===== config.mk =====
export PLATFORM = sky130hd
export DESIGN_NAME = serial_subtractor_ctrl
export DESIGN_NICKNAME = d
export VERILOG_FILES = /design/src/rtl/sub_pkg.sv /design/src/rtl/full_subtractor.sv /design/src/rtl/serial_subtractor_ctrl.sv
export SDC_FILE = /design/constraint.sdc
export NUM_CORES = 1
export LEC_CHECK = 0
export CAP_MARGIN = 20
export CORE_MARGIN = 2
export CORE_UTILIZATION = 54
export CTS_CLUSTER_DIAMETER = 150
export CTS_CLUSTER_SIZE = 28
export DETAILED_ROUTE_END_ITERATION = 7
export PLACE_DENSITY = 0.79
export SYNTH_ARGS = -nofsm -noshare
export SYNTH_HDL_FRONTEND = slang
export SYNTH_HIERARCHICAL = 1
export SYNTH_SLANG_ARGS = --single-unit
export TNS_END_PERCENT = 30

===== constraint.sdc =====
create_clock -name clk -period 4.4 [get_ports clk]
set_clock_uncertainty 0.15 [all_clocks]
set_input_delay 0.44 -clock clk [delete_from_list [all_inputs] [get_ports clk]]
set_output_delay 0.44 -clock clk [all_outputs]
set_load 0.05 [all_outputs]

===== src/rtl/sub_pkg.sv =====
// sub_pkg: shared types and limits for the bit-serial subtractor
package sub_pkg;

    typedef enum logic [1:0] {S_IDLE, S_SHIFT, S_DONE} sub_state_t;

    localparam int SUB_MAX_WIDTH = 64;

endpackage


===== src/rtl/full_subtractor.sv =====
// full_subtractor: one-bit subtract cell, Diff = A - B - Bin with borrow out
module full_subtractor (
    input  logic A,
    input  logic B,
    input  logic Bin,
    output logic Diff,
    output logic Borrow
);

    // borrow whenever A is too small to cover B plus the incoming borrow
    always_comb begin
        Diff   = A ^ B ^ Bin;
        Borrow = (~A & B) | (~(A ^ B) & Bin);
    end

endmodule


===== src/rtl/serial_subtractor_ctrl.sv =====
// serial_subtractor_ctrl: WIDTH-bit subtractor that walks one bit per cycle through a single cell
module serial_subtractor_ctrl
    import sub_pkg::*;
#(
    parameter int WIDTH = 8
) (
    input  logic             clk,
    input  logic             rst,
    input  logic             in_valid,
    output logic             in_ready,
    input  logic [WIDTH-1:0] a,
    input  logic [WIDTH-1:0] b,
    input  logic             bin,
    output logic             out_valid,
    input  logic             out_ready,
    output logic [WIDTH-1:0] diff,
    output logic             borrow_out
);

    localparam int CW = (WIDTH > 1) ? $clog2(WIDTH) : 1;
    localparam logic [CW-1:0] CNT_LAST = CW'(WIDTH - 1);

    sub_state_t       state_q, state_d;
    logic [WIDTH-1:0] a_sh_q, a_sh_d;
    logic [WIDTH-1:0] b_sh_q, b_sh_d;
    logic [WIDTH-1:0] res_q, res_d;
    logic [WIDTH-1:0] diff_q, diff_d;
    logic             borrow_q, borrow_d;
    logic             bout_q, bout_d;
    logic [CW-1:0]    cnt_q, cnt_d;
    logic             cell_diff, cell_borrow;
    logic             accept, shifting, last;

    full_subtractor u_cell (
        .A      (a_sh_q[0]),
        .B      (b_sh_q[0]),
        .Bin    (borrow_q),
        .Diff   (cell_diff),
        .Borrow (cell_borrow)
    );

    // all state advances on the rising edge; reset aborts any operation in flight
    always_ff @(posedge clk) begin
        if (rst) begin
            state_q  <= S_IDLE;
            a_sh_q   <= '0;
            b_sh_q   <= '0;
            res_q    <= '0;
            diff_q   <= '0;
            borrow_q <= 1'b0;
            bout_q   <= 1'b0;
            cnt_q    <= '0;
        end else begin
            state_q  <= state_d;
            a_sh_q   <= a_sh_d;
            b_sh_q   <= b_sh_d;
            res_q    <= res_d;
            diff_q   <= diff_d;
            borrow_q <= borrow_d;
            bout_q   <= bout_d;
            cnt_q    <= cnt_d;
        end
    end

    // next state: accept in IDLE, leave SHIFT after the last bit, leave DONE on consumer handshake
    always_comb begin
        accept   = (state_q == S_IDLE) && in_valid;
        shifting = (state_q == S_SHIFT);
        last     = shifting && (cnt_q == CNT_LAST);
        state_d  = accept                                ? S_SHIFT :
                   last                                  ? S_DONE  :
                   (state_q == S_DONE) && out_ready      ? S_IDLE  :
                   (state_q inside {S_SHIFT, S_DONE})    ? state_q : S_IDLE;
    end

    // datapath: load on accept, shift LSB-first while in SHIFT, capture the result on the last bit
    always_comb begin
        a_sh_d   = accept ? a   : shifting ? a_sh_q >> 1 : a_sh_q;
        b_sh_d   = accept ? b   : shifting ? b_sh_q >> 1 : b_sh_q;
        borrow_d = accept ? bin : shifting ? cell_borrow : borrow_q;
        res_d    = accept ? '0  : shifting ? {cell_diff, res_q[WIDTH-1:1]} : res_q;
        cnt_d    = accept ? '0  : (shifting && !last) ? cnt_q + CW'(1) : cnt_q;
        diff_d   = last ? res_d       : diff_q;
        bout_d   = last ? cell_borrow : bout_q;
    end

    // outputs: handshakes follow the state, results come from the held capture registers
    always_comb begin
        in_ready   = (state_q == S_IDLE);
        out_valid  = (state_q == S_DONE);
        diff       = diff_q;
        borrow_out = bout_q;
    end

endmodule


==> flow_metrics.env, run 1 <==
export IMPL_outcome="finished with violations"
export IMPL_violations="DRC"
export IMPL_cp_cell_sequence="inv_1, ha_1, clkdlybuf4s50_1"
export IMPL_cts_setup_buffers=0
export IMPL_cap_violations=0
export IMPL_vdd_ir_drop_max_v=0.000244
export IMPL_leakagePower_nw=0.714
export IMPL_setup_viol=0
export IMPL_r2r_start="state_q[0]"
export IMPL_yosys_area_share_adder_pct=5.11
export IMPL_grt_pass1_vias=1189
export IMPL_hold_viol=0
export IMPL_area_growth_pct=21.3
export IMPL_ant_nets=0
export IMPL_num_rows=19
export IMPL_power_frac_comb_pct=13.1
export IMPL_core_area_mm2=0.00281
export IMPL_min_path_type="flop to flop"
export IMPL_synth_area_mux_share_pct=14.9
export IMPL_worstPathRequired_ps=3810
export IMPL_syn_inst=170
export IMPL_synthDistinctLibCells=22
export IMPL_synth_top_family_by_area="multiplexers"
export IMPL_fmax_ghz=0.416
export IMPL_via_per_inst=5.33
export IMPL_worstSetupStartpoint="state_q[0]"
export IMPL_fin_setup_tns_ps=0
export IMPL_drive_gt1_share_pct=5.03
export IMPL_clkPwrFrac_pct=29.4
export IMPL_yosys_top_cells_area="dfxtp_1, mux2i_1, a211oi_1, nor2_1, a21oi_1"
export IMPL_avgSynthCellArea_um2=9.50
export IMPL_critPathBufInv=2
export IMPL_cts_buffers_inserted=5
export IMPL_synth_top_area_share_pct=47.1
export IMPL_cts_root_buf="clkbuf_4"
export IMPL_dpl_hpwl_mm=2.22
export IMPL_clk_pin_slew_ps=110
export IMPL_slew_headroom_pct=59.5
export IMPL_cts_buffer_depth=2
export IMPL_seq_power_share_pct=57.5
export IMPL_seq_area_frac_synth_pct=47.1
export IMPL_grt_antenna_before_repair=0
export IMPL_route_detailed_drc=3
export IMPL_clk_latency_ps=340
export IMPL_finalCritPeriodShare_pct=54.7
export IMPL_hold_start="diff[6]"
export IMPL_start_util_pct=57.6
export IMPL_drt_iter0_drc=61
export IMPL_syn_area_mm2=0.00162
export IMPL_ys_warn_count=6
export IMPL_grt_usage_pct=21.3
export IMPL_fillers=243
export IMPL_synth_seq_cells=38
export IMPL_nets=225
export IMPL_critPathKind="flop to output pin"
export IMPL_insertedDiodeCount=0
export IMPL_ctsHoldBuffers=0
export IMPL_cts_sinks=38
export IMPL_tightest_slew_ps=606
export IMPL_die_area_mm2=0.00344
export IMPL_swShare_pct=25.1
export IMPL_powerDensity_mw_per_mm2=326
export IMPL_synth_top_area_cell="dfxtp_1"
export IMPL_synth_xor_area_share_pct=0.542
export IMPL_crit_slowest_cell="clkdlybuf4s50_1"
export IMPL_via_count=1227
export IMPL_hold_worst_slack_ps=317
export IMPL_cts_tree="yes"
export IMPL_die_x_um=58.7
export IMPL_path_delay_family="buffers and inverters"
export IMPL_rsz0062_at_grt="false"
export IMPL_die_h_um=58.7
export IMPL_switchingPower_w=0.000160
export IMPL_multi_input_area_um2=748
export IMPL_cell_internal_pwr_w=0.000479
export IMPL_maxSlewViolCount=0
export IMPL_seq_area_um2=761
export IMPL_period_needed_ps=2410
export IMPL_pin_count=32
export IMPL_worstPathArrival_ps=1820
export IMPL_start_kind="flop"
export IMPL_critPathMaxFanout=4
export IMPL_synth_compound_area_share_pct=11.0
export IMPL_max_stage_delay_ps=830
export IMPL_cp_end_kind="output pin"
export IMPL_synth_nets=197
export IMPL_wl_per_cell_um=14.1
export IMPL_synthSimpleGateAreaFrac_pct=14.8
export IMPL_grt_max_degree=29
export IMPL_io_buffers=31
export IMPL_p_total_w=0.000639
export IMPL_gr_total_overflow=0
export IMPL_cts_resized=0
export IMPL_wl_mm=3.25
export IMPL_gp_congestion=0.732
export IMPL_grt_first_pass_wirelength_mm=5.55
export IMPL_drtPass1Iterations=6
export IMPL_htreeDepth=2
==> worst paths after layout <==
check                            endpoint  slack, ps  cells past startpoint
worst max-delay path             in_ready       1990                      3
worst min-delay path              diff[6]        320                      2
worst min register to register    diff[6]        320                      2
worst max register to register  a_sh_q[6]       2360                      6
==> cells in the mapped netlist, drive strengths merged <==
master	number
dfxtp	38
nand3	11
nand2	13
nand4	1
buf	11
fa	1
mux2i	24
inv	5
a21oi	13
nor2	25
and2	1
nand2b	1
clkbuf	2
ha	5
nand3b	2
and2b	1
xnor2	1
a211oi	15
==> layer usage <==
metal  share of wire [%]  GRT usage, %
met1                  47          29.1
met3                 5.7          7.69
met4                0.83          4.87
met5                   0             0
met2                  46          32.7
==> area by class of cell <==
class | count | area share [%]
clock buffer | 7 | 2.81
tap | 31 | 1.98
sequential | 38 | 38.8
inverter | 5 | 0.958
timing repair buffer | 34 | 17.0
clock inverter | 1 | 0.255
multi-input combinational | 114 | 38.2
==> power groups by stage <==
stage          Sequential, W  Clock (W)  Combinational [W]
4_1_cts             0.000368   0.000189          0.0000844
3_3_place_gp        0.000375          0          0.0000807
6_report            0.000368   0.000188          0.0000835
5_1_grt             0.000370   0.000208          0.0000929
3_5_place_dp        0.000375          0          0.0000839
2_1_floorplan       0.000373          0          0.0000596
==> state kept, by name, summed over array words and instances (netlist names) <==
name,cells
cnt_q,3
borrow_q,1
a_sh_q,8
b_sh_q,8
state_q,2
diff,8
borrow_out,1
res_q,7
==> metrics by stage <==
| stage | util (%) | worst slack, ps | instance area (um^2) | instances |
|---|---|---|---|---|
| after floorplan | - | 2660 | 1620 | 170 |
| after global placement | 67.7 | 2250 | 1900 | 222 |
| after detailed placement | 67.7 | 2140 | 1900 | 222 |
| after CTS | 69.8 | 1970 | 1960 | 230 |
| after global routing | 69.8 | 1890 | 1960 | 230 |
| final | 69.8 | 1990 | 1960 | 230 |
==> tightest hold or removal path: cells and delay by family, from the launching register on <==
family | cells | cell delay [ps]
compound gates | 1 | 50
flops | 1 | 330
simple gates | 1 | 50
==> kinds of logic (layout without fill, tap and decap cells) <==
kind of cell    Yosys count  in the layout
mux                      24             24
simple gates             55             55
buf+inv                  18             47
fa+ha+maj                 6              6
xor+xnor                  1              1
flops                    38             38
compound gates           28             28
==> cells in the final DEF (no fill, tap or decap) <==
| cell type | Yosys | routed |
|---|---|---|
| clkdlybuf4s50_1 | 0 | 31 |
| fa_1 | 1 | 1 |
| a21oi_1 | 13 | 13 |
| dfxtp_1 | 38 | 38 |
| nand3b_1 | 2 | 2 |
| mux2i_1 | 24 | 24 |
| ha_1 | 5 | 5 |
| a211oi_1 | 15 | 15 |
| nor2_1 | 25 | 25 |
| nand4_1 | 1 | 1 |
| clkbuf_4 | 0 | 5 |
| nand2b_1 | 1 | 1 |
| xnor2_1 | 1 | 1 |
| clkbuf_1 | 2 | 1 |
| buf_4 | 2 | 3 |
| nand2_1 | 13 | 13 |
| clkbuf_8 | 0 | 1 |
| and2b_1 | 1 | 1 |
| inv_1 | 5 | 5 |
| nand3_1 | 11 | 11 |
| and2_1 | 1 | 1 |
| clkinv_2 | 0 | 1 |
(Power assumes the default switching activity.)
==> inputs of run 2 (changes only) <==
- CORE_UTILIZATION: 54 -> 50
- PLACE_DENSITY: 0.79 -> 0.74
- clock period: 4.4 -> 2.5 ns (I/O delays scaled with it)
==> run 2 against run 1 <==
Net effect:
- the flow now finishes without violations
- count of clock-buffer cells in the layout unchanged
- wire length down 3.0%
- power up 70%
- critical path type unchanged
- largest cell class unchanged
- largest power group unchanged
- highest routed layer unchanged
==> flow_metrics.env, run 2 (synthesized netlist as in run 1, its figures left out) <==
export IMPL_worstPathArrival_ps=1810
export IMPL_fin_setup_tns_ps=0
export IMPL_via_per_inst=5.18
export IMPL_clk_pin_slew_ps=100
export IMPL_via_count=1258
export IMPL_area_growth_pct=21.8
export IMPL_setup_viol=0
export IMPL_cts_resized=0
export IMPL_critPathMaxFanout=4
export IMPL_grt_pass1_vias=1270
export IMPL_layout_common_cells="dfxtp_1, clkdlybuf4s50_1, nor2_1"
export IMPL_start_util_pct=52.9
export IMPL_route_detailed_drc=0
export IMPL_grt_max_degree=28
export IMPL_ant_nets=0
export IMPL_fmax_ghz=0.453
export IMPL_cts_buffer_depth=2
export IMPL_finalCritPeriodShare_pct=88.4
export IMPL_outcome="finished, final reports clean"
export IMPL_grt_first_pass_wirelength_mm=5.21
export IMPL_insertedDiodeCount=0
export IMPL_vdd_ir_drop_max_v=0.000362
export IMPL_htreeDepth=2
export IMPL_die_area_mm2=0.00370
export IMPL_worstPathRequired_ps=2100
export IMPL_num_rows=20
export IMPL_leakagePower_nw=0.708
export IMPL_core_area_mm2=0.00305
export IMPL_min_path_type="flop to flop"
export IMPL_grt_antenna_before_repair=0
export IMPL_wl_mm=3.15
export IMPL_fin_area_mm2=0.00197
export IMPL_cts_sinks=38
export IMPL_dpl_hpwl_mm=2.20
export IMPL_cts_root_buf="clkbuf_4"
export IMPL_gp_congestion=0.816
export IMPL_fillers=272
export IMPL_cts_tree="yes"
export IMPL_drtPass1Iterations=4
export IMPL_wl_per_cell_um=13.0
export IMPL_cp_end_kind="output pin"
export IMPL_die_h_um=60.8
export IMPL_cts_setup_buffers=0
export IMPL_die_x_um=60.8
export IMPL_period_needed_ps=2210
export IMPL_rsz0062_at_grt="false"
export IMPL_drive_gt1_share_pct=4.52
export IMPL_r2r_slack_ps=700
export IMPL_cap_violations=0
export IMPL_multi_input_area_um2=748
export IMPL_hold_viol=0
export IMPL_io_buffers=31
export IMPL_drt_iter0_drc=42
export IMPL_cts_buffers_inserted=5
export IMPL_start_kind="flop"
export IMPL_ctsHoldBuffers=0
export IMPL_place_area_mm2=0.00192
export IMPL_hold_worst_slack_ps=307
export IMPL_nets=226
export IMPL_final_common_cell="dfxtp_1"
export IMPL_gr_total_overflow=0
export IMPL_pin_count=32
export IMPL_maxSlewViolCount=0
export IMPL_powerDensity_mw_per_mm2=551
export IMPL_grt_usage_pct=19.1
export IMPL_tightest_slew_ps=501
export IMPL_clk_latency_ps=330
export IMPL_postLayoutCoreUtil_pct=64.5
export IMPL_seq_area_um2=761
export IMPL_critPathKind="flop to output pin"
export IMPL_slew_headroom_pct=66.5
-- run 2: cell count changes in the layout (fill, tap and decap cells not counted), sizes merged --
cell	before	now
buf	3	4
clkinv	1	0
-- run 2: metal layers --
| layer | track usage, % | share of wire [%] |
|---|---|---|
| met3 | 4.26 | 4.9 |
| met5 | 0 | 0 |
| met4 | 9.94 | 1.8 |
| met2 | 31.5 | 46 |
| met1 | 23.2 | 47 |
-- run 2: worst paths after layout --
check / cells past startpoint / to / start
worst max-delay path: 3 / in_ready / state_q[1]
worst min-delay path: 2 / diff[5] / diff[5]
worst max register to register: 6 / a_sh_q[2] / state_q[0]
worst min register to register: 2 / diff[5] / diff[5]
-- run 2: final cells by class --
cell class,instances,share of cell area [%]
multi-input combinational,114,38.0
timing repair buffer,35,17.3
tap,44,2.80
sequential,38,38.7
inverter,5,0.954
clock buffer,7,2.29
-- run 2: through the flow --
step | power (W) | setup WS [ps] | cells
3_3_place_gp | 0.000806 | 655 | 236
6_report | 0.00108 | 291 | 243
4_1_cts | 0.00110 | 264 | 243
2_1_floorplan | 0.000761 | 756 | 170
5_1_grt | 0.00114 | 185 | 243
3_5_place_dp | 0.000810 | 627 | 236
-- run 2: worst max-delay path, stage by stage, from the launching register on --
cell and delay [ps]:
dfxtp_1 340, inv_1 80, ha_1 220, clkdlybuf4s50_1 830
-- run 2: report_power, final --
part / switching [W] / total [W] / internal, W
registers: 0.0000147 / 0.000646 / 0.000631
clock network: 0.000182 / 0.000288 / 0.000106
logic: 0.0000737 / 0.000150 / 0.0000760
total: 0.000270 / 0.00108 / 0.000814
==> inputs of run 3 (changes only) <==
--- a/constraint.sdc
+++ b/constraint.sdc
@@ -3,3 +3,3 @@
 set_input_delay 0.25 -clock clk [delete_from_list [all_inputs] [get_ports clk]]
 set_output_delay 0.25 -clock clk [all_outputs]
-set_load 0.05 [all_outputs]
+set_load 0.01 [all_outputs]
==> run 3 against run 2 <==
Net effect:
- combinational power hardly changed
- core utilization is 2.2 points higher
- register-to-register slack worse by 50 ps
- via count is 0.48% higher
- first-iteration DRC count is 17% higher
- die area stayed put
- wire length is 3.2% higher
- count of clock-buffer cells in the layout is 1 lower
- maximum frequency is 13% higher
- sequential power hardly changed
- largest power group unchanged
==> flow_metrics.env, run 3 (synthesized netlist as in run 1, its figures left out) <==
export IMPL_outcome="finished, final reports clean"
export IMPL_hold_start="diff[5]"
export IMPL_dpl_cell_count=236
export IMPL_layout_common_cells="dfxtp_1, clkdlybuf4s50_1, nor2_1"
export IMPL_swShare_pct=21.5
export IMPL_rsz0062_at_grt="false"
export IMPL_clkPwrFrac_pct=40.4
export IMPL_tightest_slew_ps=450
export IMPL_leakagePower_nw=0.742
export IMPL_power_frac_comb_pct=11.1
export IMPL_nets=226
export IMPL_gr_total_overflow=0
export IMPL_route_detailed_drc=0
export IMPL_io_buffers=31
export IMPL_ctsHoldBuffers=0
export IMPL_start_kind="flop"
export IMPL_fmax_ghz=0.510
export IMPL_die_h_um=60.8
export IMPL_maxSlewViolCount=0
export IMPL_clk_latency_ps=350
export IMPL_max_stage_delay_ps=570
export IMPL_period_needed_ps=1960
export IMPL_core_area_mm2=0.00305
export IMPL_worstPathRequired_ps=2100
export IMPL_gp_congestion=0.745
export IMPL_pin_count=32
export IMPL_cell_internal_pwr_w=0.00105
export IMPL_drt_iter0_drc=49
export IMPL_grt_max_degree=28
export IMPL_die_x_um=60.8
export IMPL_path_delay_family="buffers and inverters"
export IMPL_clk_pin_slew_ps=110
export IMPL_setup_viol=0
export IMPL_grt_first_pass_wirelength_mm=5.22
export IMPL_via_count=1264
export IMPL_cp_end_kind="output pin"
export IMPL_ant_nets=0
export IMPL_cap_violations=0
export IMPL_dpl_hpwl_mm=2.30
export IMPL_area_growth_pct=25.9
export IMPL_drive_gt1_share_pct=6.00
export IMPL_finalCritPeriodShare_pct=78.5
export IMPL_critPathKind="flop to output pin"
export IMPL_cts_buffers_inserted=5
export IMPL_r2r_start="state_q[0]"
export IMPL_wl_per_cell_um=13.3
export IMPL_cts_sinks=38
export IMPL_seq_power_share_pct=48.5
export IMPL_worstPathArrival_ps=1560
export IMPL_via_per_inst=5.18
export IMPL_num_rows=20
export IMPL_grt_usage_pct=19.4
export IMPL_final_common_cell="dfxtp_1"
export IMPL_wl_mm=3.25
export IMPL_grt_pass1_vias=1230
export IMPL_critPathBufInv=2
export IMPL_cts_root_buf="clkbuf_4"
export IMPL_cp_cell_sequence="inv_1, ha_1, clkdlybuf4s50_1"
export IMPL_vdd_ir_drop_max_v=0.000427
export IMPL_cts_tree="yes"
export IMPL_slew_headroom_pct=69.9
export IMPL_htreeDepth=2
export IMPL_insertedDiodeCount=0
export IMPL_grt_antenna_before_repair=0
export IMPL_finalNonFillerCells=244
export IMPL_hold_viol=0
export IMPL_cts_buffer_depth=2
export IMPL_fin_setup_tns_ps=0
export IMPL_min_path_type="flop to flop"
export IMPL_worstSetupStartpoint="state_q[0]"
export IMPL_die_area_mm2=0.00370
export IMPL_crit_slowest_cell="clkdlybuf4s50_1"
export IMPL_powerDensity_mw_per_mm2=655
export IMPL_cts_resized=0
export IMPL_start_util_pct=52.9
export IMPL_drtPass1Iterations=4
export IMPL_switchingPower_w=0.000286
export IMPL_critPathMaxFanout=4
export IMPL_cts_setup_buffers=0
==> run 3: changes by cell type in the layout (fill, tap and decap cells not counted) <==
cell / before / now
bufinv_16: 0 / 2
clkbuf_1: 2 / 0
clkbuf_8: 0 / 1
==> run 3: routing by layer <==
metal	part of all wire, %	track usage [%]	vias up	wire, um
met3	5.1	6.82	6	166
met5	0	0	-	0
met1	46	22.4	593	1510
met2	47	33.2	24	1530
met4	1.4	7.45	0	44
li1	-	-	641	-
==> run 3: metrics by stage <==
stage / total power, W / hold WS [ps] / setup WS [ps] / cell area (um^2) / utilization, %
2_1_floorplan: 0.000757 / 248 / 1050 / 1620 / -
3_3_place_gp: 0.000802 / 290 / 681 / 1920 / 63.0
3_5_place_dp: 0.000808 / 293 / 637 / 1920 / 63.0
4_1_cts: 0.00134 / 306 / 514 / 2030 / 66.6
5_1_grt: 0.00139 / 319 / 460 / 2030 / 66.6
6_report: 0.00133 / 308 / 537 / 2030 / 66.6
==> run 3: layout make-up <==
type	count	area, um^2
fillers	262	1020
inverters	5	18.8
clock inverters	2	60.1
clock buffers	6	51.3
flip-flops and latches	38	761
repair buffers	35	340
well taps	44	55.1
multi-input cells	114	748
==> run 3: worst reg2reg max path, delay by kind of cell, from the launching register on <==
family,cells,cell delay (ps)
buffers and inverters,2,350
and+or+nand+nor,2,420
AOI/OAI and AO/OA,1,220
DFF,1,370
adders and majority gates,1,240
==> run 3: final timing paths <==
path,slack [ps],cells past startpoint,endpoint
worst max-delay path,540,3,in_ready
worst min-delay path,310,2,diff[5]
worst max register to register,650,6,b_sh_q[2]
worst min register to register,310,2,diff[5]
==> run 3: power groups by stage <==
stage	registers (W)	logic (W)	clock network, W
after floorplan	0.000656	0.000101	0
after global placement	0.000659	0.000143	0
after detailed placement	0.000660	0.000148	0
after CTS	0.000646	0.000149	0.000548
after global routing	0.000650	0.000163	0.000573
final	0.000646	0.000148	0.000539
